**config.mk**
```make
export PLATFORM = sky130hd
export DESIGN_NAME = vend_credit_sequencer
export DESIGN_NICKNAME = d
export VERILOG_FILES = /design/src/rtl/vend_credit_sequencer.sv
export SDC_FILE = /design/constraint.sdc
export NUM_CORES = 1
export LEC_CHECK = 0
export BUFFER_PORTS_ARGS = -buffer_cell sky130_fd_sc_hd__buf_2
export CAP_MARGIN = 10
export CORE_UTILIZATION = 53
export DETAILED_ROUTE_END_ITERATION = 6
export GPL_TIMING_DRIVEN = 0
export HOLD_SLACK_MARGIN = 0.02
export PLACE_DENSITY = 0.89
export SLEW_MARGIN = 15
export SYNTH_ARGS = -nofsm -noshare
export SYNTH_HDL_FRONTEND = slang
export SYNTH_SLANG_ARGS = --single-unit
```
**constraint.sdc**
```tcl
create_clock -name clock -period 2.85 [get_ports clock]
set_input_delay 0.1425 -clock clock [delete_from_list [all_inputs] [get_ports clock]]
set_output_delay 0.1425 -clock clock [all_outputs]
set_load 0.005 [all_outputs]
```
**src/rtl/vend_credit_sequencer.sv**
```systemverilog
// Vending credit/price sequencer: accumulates coin credit, vends on sufficient credit, pays change one coin at a time.
// Latency: selection to disp_req 1 cycle; disp_done to first chg_req 1 cycle; sel_deny/vend_ok are registered pulses, one cycle after their cause.
// Backpressure: coin_ready drops outside IDLE/COLLECT, while sel_valid/cancel are up, or when one more 20tk coin could overflow credit.
//
// Ports: clock/reset (sync, active-high); coin_valid/coin_code/coin_ready coin acceptor handshake;
//   sel_valid/sel_id/cancel keypad; sel_deny rejection pulse; disp_req/disp_id/disp_done dispenser handshake;
//   vend_ok completion pulse; chg_req/chg_ack change hopper handshake; credit in 5tk units; busy in DISPENSE/CHANGE.
// Optional: define VEND_TIMEOUT_EN to refund automatically after TIMEOUT_CYCLES idle cycles in COLLECT.
module vend_credit_sequencer #(
  parameter int CREDIT_W       = 4,
  parameter int PRICE0         = 3,
  parameter int PRICE1         = 2,
  parameter int PRICE2         = 4,
  parameter int PRICE3         = 6,
  parameter int TIMEOUT_CYCLES = 1000
) (
  input  logic                clock,
  input  logic                reset,
  input  logic                coin_valid,
  input  logic [1:0]          coin_code,
  output logic                coin_ready,
  input  logic                sel_valid,
  input  logic [1:0]          sel_id,
  input  logic                cancel,
  output logic                sel_deny,
  output logic                disp_req,
  output logic [1:0]          disp_id,
  input  logic                disp_done,
  output logic                vend_ok,
  output logic                chg_req,
  input  logic                chg_ack,
  output logic [CREDIT_W-1:0] credit,
  output logic                busy
);

  localparam logic [1:0] ST_IDLE     = 2'd0;
  localparam logic [1:0] ST_COLLECT  = 2'd1;
  localparam logic [1:0] ST_DISPENSE = 2'd2;
  localparam logic [1:0] ST_CHANGE   = 2'd3;

  localparam logic [CREDIT_W-1:0] CREDIT_MAX = {CREDIT_W{1'b1}};
  // Largest credit that can still take a 20tk (4 unit) coin without wrapping.
  localparam logic [CREDIT_W-1:0] COIN_LIMIT = CREDIT_MAX - CREDIT_W'(4);
  localparam logic [CREDIT_W-1:0] P0 = CREDIT_W'(PRICE0);
  localparam logic [CREDIT_W-1:0] P1 = CREDIT_W'(PRICE1);
  localparam logic [CREDIT_W-1:0] P2 = CREDIT_W'(PRICE2);
  localparam logic [CREDIT_W-1:0] P3 = CREDIT_W'(PRICE3);

  logic [1:0]          state, state_nxt;
  logic [CREDIT_W-1:0] credit_nxt;
  logic [1:0]          disp_id_nxt;
  logic                sel_deny_nxt, vend_ok_nxt;
  logic [CREDIT_W-1:0] price_sel, coin_units;
  logic                coin_acc, timeout_hit;

  always_comb begin
    price_sel = P0;
    case (sel_id)
      2'd0: price_sel = P0;
      2'd1: price_sel = P1;
      2'd2: price_sel = P2;
      2'd3: price_sel = P3;
      default: price_sel = P0;
    endcase
  end

  always_comb begin
    coin_units = '0;
    case (coin_code)
      2'b01: coin_units = CREDIT_W'(1);
      2'b10: coin_units = CREDIT_W'(2);
      2'b11: coin_units = CREDIT_W'(4);
      default: coin_units = '0;
    endcase
  end

  assign coin_ready = ((state == ST_IDLE) || (state == ST_COLLECT)) && !sel_valid && !cancel
                      && (credit <= COIN_LIMIT);
  // Code 00 is still consumed by the acceptor; it simply adds nothing.
  assign coin_acc   = coin_valid && coin_ready && (coin_code != 2'b00);

`ifdef VEND_TIMEOUT_EN
  localparam int TO_W = $clog2(TIMEOUT_CYCLES + 1);
  localparam logic [TO_W-1:0] TO_LAST = TO_W'(TIMEOUT_CYCLES);
  logic [TO_W-1:0] to_cnt;

  // Cleared whenever the next state is not COLLECT, so every entry starts from zero.
  always_ff @(posedge clock) begin
    if (reset || (state_nxt != ST_COLLECT) || coin_acc) begin
      to_cnt <= '0;
    end else if (to_cnt != TO_LAST) begin
      to_cnt <= to_cnt + TO_W'(1);
    end
  end

  assign timeout_hit = (state == ST_COLLECT) && (to_cnt == TO_LAST) && !sel_valid && !cancel && !coin_acc;
`else
  assign timeout_hit = 1'b0;
`endif

  always_comb begin
    state_nxt    = state;
    credit_nxt   = credit;
    disp_id_nxt  = disp_id;
    sel_deny_nxt = 1'b0;
    vend_ok_nxt  = 1'b0;
    case (state)
      ST_IDLE: begin
        if (coin_acc) begin
          credit_nxt = credit + coin_units;
          state_nxt  = ST_COLLECT;
        end
      end
      ST_COLLECT: begin
        // coin_ready is low while sel_valid/cancel are up, so no coin can race these branches.
        if (sel_valid) begin
          if (credit >= price_sel) begin
            credit_nxt  = credit - price_sel;
            disp_id_nxt = sel_id;
            state_nxt   = ST_DISPENSE;
          end else begin
            sel_deny_nxt = 1'b1;
          end
        end else if (cancel || timeout_hit) begin
          state_nxt = (credit != '0) ? ST_CHANGE : ST_IDLE;
        end else if (coin_acc) begin
          credit_nxt = credit + coin_units;
        end
      end
      ST_DISPENSE: begin
        if (disp_done) begin
          vend_ok_nxt = 1'b1;
          state_nxt   = (credit != '0) ? ST_CHANGE : ST_IDLE;
        end
      end
      ST_CHANGE: begin
        if (credit == '0) begin
          state_nxt = ST_IDLE;
        end else if (chg_ack) begin
          credit_nxt = credit - CREDIT_W'(1);
          // Leave on the last coin so chg_req is already low in the following cycle.
          if (credit == CREDIT_W'(1)) begin
            state_nxt = ST_IDLE;
          end
        end
      end
      default: state_nxt = ST_IDLE;
    endcase
  end

  always_ff @(posedge clock) begin
    if (reset) begin
      state    <= ST_IDLE;
      credit   <= '0;
      disp_id  <= 2'd0;
      sel_deny <= 1'b0;
      vend_ok  <= 1'b0;
    end else begin
      state    <= state_nxt;
      credit   <= credit_nxt;
      disp_id  <= disp_id_nxt;
      sel_deny <= sel_deny_nxt;
      vend_ok  <= vend_ok_nxt;
    end
  end

  assign disp_req = (state == ST_DISPENSE);
  assign chg_req  = (state == ST_CHANGE) && (credit != '0);
  assign busy     = (state == ST_DISPENSE) || (state == ST_CHANGE);

endmodule
```
After elaboration in Yosys (flattened, before gate mapping)

Index checks and enable logic that the tools add are counted.

Latch bits: 0
Input bits: 11
Memory bits (read-only): 0
Register bits: 10
Memory bits (writable): 0
Memories: 0

Shift operators: 0
$lt $le $gt $ge: 2
Eq/ne operators: 19
Bitwise logic cells: 3
Reduce and logical (&&, ||, !) cells: 21
Mux-type cells: 21
$mul: 0
Add/sub/neg operators: 3
Divide/modulo/power cells: 0

Operators with widths:

| cell                  | number |
|---|---|
| $mux W4               | 6 |
| $mux W2               | 9 |
| $pmux W4 S4           | 1 |
| $eq A2 B2 Y1 const B  | 6 |
| $ne A3 B3 Y1 const B  | 4 |
| $pmux W4 S3           | 1 |
| $pmux W3 S3           | 1 |
| $pmux W2 S4           | 1 |
| $eq A2 B1 Y1 const B  | 3 |
| $logic_and A1 B1 Y1   | 6 |
| $ne A2 B2 Y1 const B  | 3 |
| $reduce_and A6 Y1     | 1 |
| $reduce_and A5 Y1     | 1 |
| $add A4 B4 Y4         | 1 |
| $eq A4 B1 Y1 const B  | 1 |
| $ge A4 B4 Y1          | 1 |
| $le A4 B4 Y1 const B  | 1 |
| $logic_not A2 Y1      | 2 |
| $logic_not A4 Y1      | 1 |
| $reduce_bool A4 Y1    | 1 |
| $sub A4 B1 Y4 const B | 1 |
| $sub A4 B4 Y4         | 1 |
| $ne A3 B2 Y1 const B  | 1 |
| $not A1 Y1            | 3 |
| 9 further kinds       | 12 |

Depth between registers and ports, before layout

Depth after elaboration: 11
Mapped depth: 9

Worst setup path after synthesis

No wires, ideal clock.

Path type: register to register
Start point: register credit[0]
End point: register state[1]
Buffers on the path: 0
Setup time: 0.091 ns
Cell stages (with the launch flop): 9
Setup slack: 0.622 ns
Clock period less this slack: 2.228 ns
Arrival: 2.137 ns
Cells stage by stage: dfxtp_1 -> inv_1 -> ha_1 -> fa_1 -> a21bo_2 -> a2111oi_4 -> a2111oi_4 -> a21oi_1 -> a311oi_1

Word-level cells in the longest chain between the ends: 6

RTL lines:

| element                            | RTL line | source |
|---|---|---|
| start, declared                    | 32       | `output logic [CREDIT_W-1:0] credit,` |
| start signal, assigned             | 160      | `credit <= credit_nxt;` |
| $le A4 B4 Y1                       | 78       | `&& (credit <= COIN_LIMIT);` |
| $logic_and A1 B1 Y1                | 78       |  |
| $logic_and A1 B1 Y1 (2 in a row)   | 80       | `assign coin_acc = coin_valid && coin_ready && (coin_code != 2'b00);` |
| $ne A2 B2 Y1 (no source line)      | --       |  |
| $reduce_and A6 Y1 (no source line) | --       |  |
| end signal, assigned               | 159      | `state <= state_nxt;` |
| end, declared                      | 49       | `logic [1:0] state, state_nxt;` |

Parallel ways exist; a longest one is shown, timed or not. The select of a mux whose other input is x is not followed.
A chain may end at the register's enable or synchronous reset.

Worst setup path after layout

Start point: register credit[0]
End point: register state[0]

Same word-level chain as after synthesis.

==> summary by stage <==
Logic synthesis
Counting flops with a built-in enable in the synthesized netlist gives 0. In the post-synthesis netlist, the biggest area contributors are dfxtp_1 20%, ha_1 9.9%, a2111oi_4 8.1%, nor2b_1 5.6%, o21ai_0 4.9%. The total nets after synthesis is 140. The mean cell area of the mapped netlist is 8.517 µm². After synthesis the cells add up to 1013 µm². Synthesis produced a netlist whose cell count is 119.

For this run, the number of Yosys warnings is 0. Summed over all instances, the cell type with the most area after synthesis is dfxtp_1. The portion of the post-synthesis area used by sequential elements is 0.1975. The main flop type after synthesis is dfxtp_1. The count of state elements after synthesis is 10.

The number of distinct library cell variants in the gate-level netlist after synthesis is 39. The share of synthesized area in the top cell type comes to 0.1975. For this run, asynchronously set or reset flops after synthesis account for 0.

Worst hold path
The worst-case hold path end point is disp_id[0]. The class of the worst hold path is primary input to flip-flop. The number of cells traversed by the worst hold path is 3.

The startpoint identified for the worst hold timing path is sel_id[0].

Route
The total iterations of the first detailed-routing run is 4. The via count normalized by instance count is 6.124. The total wire length after detailed routing is 2503 µm. In the final routed layout, each cell accounts on average for 14.81 µm. The number of antenna-violating nets in the routed design is 0. In this run, the number of DRC markers left after iteration 0 of detailed routing was 46. The detailed-route DRC error count is 0. The via count is 1035.

Critical path
Walking the worst path, the cells encountered are inv_1, ha_1, fa_1, a21bo_2, a2111oi_4, a2111oi_4, a21oi_1, a311oi_1. At the worst endpoint, the required time is 3.03 ns. Of all nets on the critical path, the largest fanout is 8.

In this design, the critical path's most frequently occurring cell is a2111oi_4. Data arrives at the worst endpoint at 2.72 ns. The worst register-to-register path begins at credit[0]. The worst register-to-register path ends at state[0]. The worst setup path is launched from a flip-flop.

The delay of the slowest cell on the worst path is 0.47 ns. The category of the most critical setup path is flip-flop to flip-flop. The setup slack of the worst register-to-register path is 0.30 ns. The worst reg2reg path depth is 8. The cell with the biggest individual delay on the critical path is dfxtp_1.

The critical path capture point type is a flip-flop.

Timing
Derived from the worst setup path, the maximum achievable clock frequency is 0.3927 GHz. The worst pin sits at a relative slew slack of 0.6435. The hold violation count in the final report is 0. Setup repair after global routing left no endpoint under its margin. Setup violations remaining at the end of the flow were counted as 0. Adding up every negative setup slack in the final design gives 0 ns. The transition time at the pin with the least slew margin is 0.5274 ns. The clock arrives with 0.005302 ns of skew. The share of the clock period used by the worst path is 0.8936. The total count of max-transition violations in the final report was 0. The routed design could run at a clock period as short as 2.547 ns.

Placed design
After legalization and detailed placement, the total HPWL measured 1885 µm. Buffers placed on the I/O ports in this run total 21. In this run the cell area measured after placement is 1150 µm². The routability congestion estimate from global placement is 0.9695.

Power
The portion of total power attributed to the clock network is 0.300. The logic gate share of total power is 0.350. The leakage power summed over all cells is 0.5444 nW. Power spread over the standard cell area amounts to 384.7 nW/µm². The cell internal power dissipation is 0.0002942 W. The net switching component of the power is 0.0001620 W.

The share of total power dissipated in sequential elements is 0.350. The peak supply drop is 0.0002652 V. Of the total power, the share spent switching nets is 0.3551.

Final layout
Once layout is done, the placed cells without fillers occupy 1186 µm². The antenna cell count is 0. Leaving out fill and tap cells, the most frequent cell in the layout is buf_2. The proportion of layout cells with a drive suffix above 1 is 0.2431. The layout net count is 166. The library cells used most frequently in the layout, excluding fill and tap cells, are 22 x buf_2, 10 x o21ai_0, 10 x dfxtp_1. The layout overhead on the synthesized area is 17.04%.

The end-of-flow core utilization is 0.6723.

Floorplanning
The area enclosed by the die boundary is 2091 µm². In this run the vertical extent of the chip is 45.73 µm. Pin placement for this block handled 23 I/O pins.

The initial core utilization is 0.5745. The cell row count is 15. The region available for standard cell placement spans 1764 µm². The die outline width is 45.73 µm.

Clock network
No sink is reached through more buffers than the 2 on the longest clock path. CTS placed an instance of clkbuf_4 at the clock tree root. The number of H-tree levels is 1. The clock reaches the later pin of the worst-skew pair after 0.27 ns. The register clock-pin slew on the reported worst setup and hold paths is 0.07 ns. The number of gates resized after CTS was 0. Clock tree synthesis found a total of 10 sinks. Hold repair after CTS inserted 0 buffers.

The post-CTS setup buffer count is 0. TritonCTS built the clock tree. The number of buffers created by CTS is 3.

Global routing
The first global-routing pass estimated 4167 µm of wire. The via count of the first global-routing pass is 925. The global routing usage summed across all routing layers is 0.2776. Entering global routing, the biggest net connects 11 pins. The total congestion overflow is 0. The number of antenna violations at the first check in global routing is 0.

Job
Max-cap violations in this run came to 0.

Run status
The flow ran to the end, and the final reports show no timing, DRC or antenna violations.
## how the worst max path moves through the flow
stage               startpoint   endpoint  slack (ns)
global route         credit[0]   state[0]        0.09
finish               credit[0]   state[0]        0.30
floorplan            credit[0]   state[1]        0.62
global placement     credit[0]  credit[3]        0.45
detailed placement   credit[0]   state[0]        0.36
CTS                  credit[0]   state[0]        0.33
## logic make-up after synthesis
kind of cell    share of synthesized area
buf+inv                           0.05678
mux                               0.05555
simple gates                       0.2358
fa+ha+maj                          0.1383
flops                              0.1975
xor+xnor                          0.03457
compound gates                     0.2815
## worst max-delay path, delay by kind of cell, from the launching register on
kind,cells,cell delay [ns]
DFF,1,0.47
AOI/OAI and AO/OA,5,1.20
adders and majority gates,2,0.66
buffers and inverters,1,0.12
## stage by stage
step                      total power (W)  setup WS, ns  hold slack (ns)  cells
after floorplan                 0.0002739        0.6218           0.2897    119
after global placement          0.0003119        0.4499           0.4067    165
after detailed placement        0.0003177        0.3575           0.4375    165
after CTS                       0.0004495        0.3282           0.1603    169
after global routing            0.0004761       0.08874           0.1791    169
final                           0.0004563        0.3034           0.1533    169
## final cells by class
class                           count  area (µm²)
Fill cell                         162       578.1
Buffer                              7       27.53
Sequential cell                    10       200.2
Clock buffer                        4       36.28
Timing Repair Buffer               21       105.1
Inverter                            8       30.03
Multi-Input combinational cell     94       755.7
Tap cell                           25       31.28
## Yosys cell counts (2+ instances only)
library cell,number
a211oi_1,2
nor2_1,9
nand2_1,8
inv_1,8
fa_1,2
a311oi_1,4
mux2i_1,3
and2_1,2
nor3_1,2
xor2_1,3
ha_1,8
nand3_1,2
o21ai_0,10
nor2b_1,9
a2111oi_4,3
a21oi_1,6
nand2b_1,2
dfxtp_1,10
clkbuf_1,5
nor4_1,2
## power groups by stage
| stage | Clock, W | Sequential, W | Combinational [W] |
|---|---|---|---|
| after floorplan | 0 | 0.000161 | 0.000113 |
| after global placement | 0 | 0.000163 | 0.000149 |
| after detailed placement | 0 | 0.000163 | 0.000155 |
| after CTS | 0.000133 | 0.000160 | 0.000156 |
| after global routing | 0.000140 | 0.000161 | 0.000175 |
| final | 0.000137 | 0.000160 | 0.000159 |
## state kept, by name, summed over array words and instances (netlist names)
| signal | cells |
|---|---|
| sel_deny | 1 |
| vend_ok | 1 |
| credit | 4 |
| state | 2 |
| disp_id | 2 |
## layer usage
layer	global-route usage	vias up	wire (µm)
met5	0	-	0
met4	0.1529	0	71
met3	0.05952	10	202
met2	0.4286	63	1206
met1	0.3575	482	1023
li1	-	480	-
(Power assumes the default switching activity.)
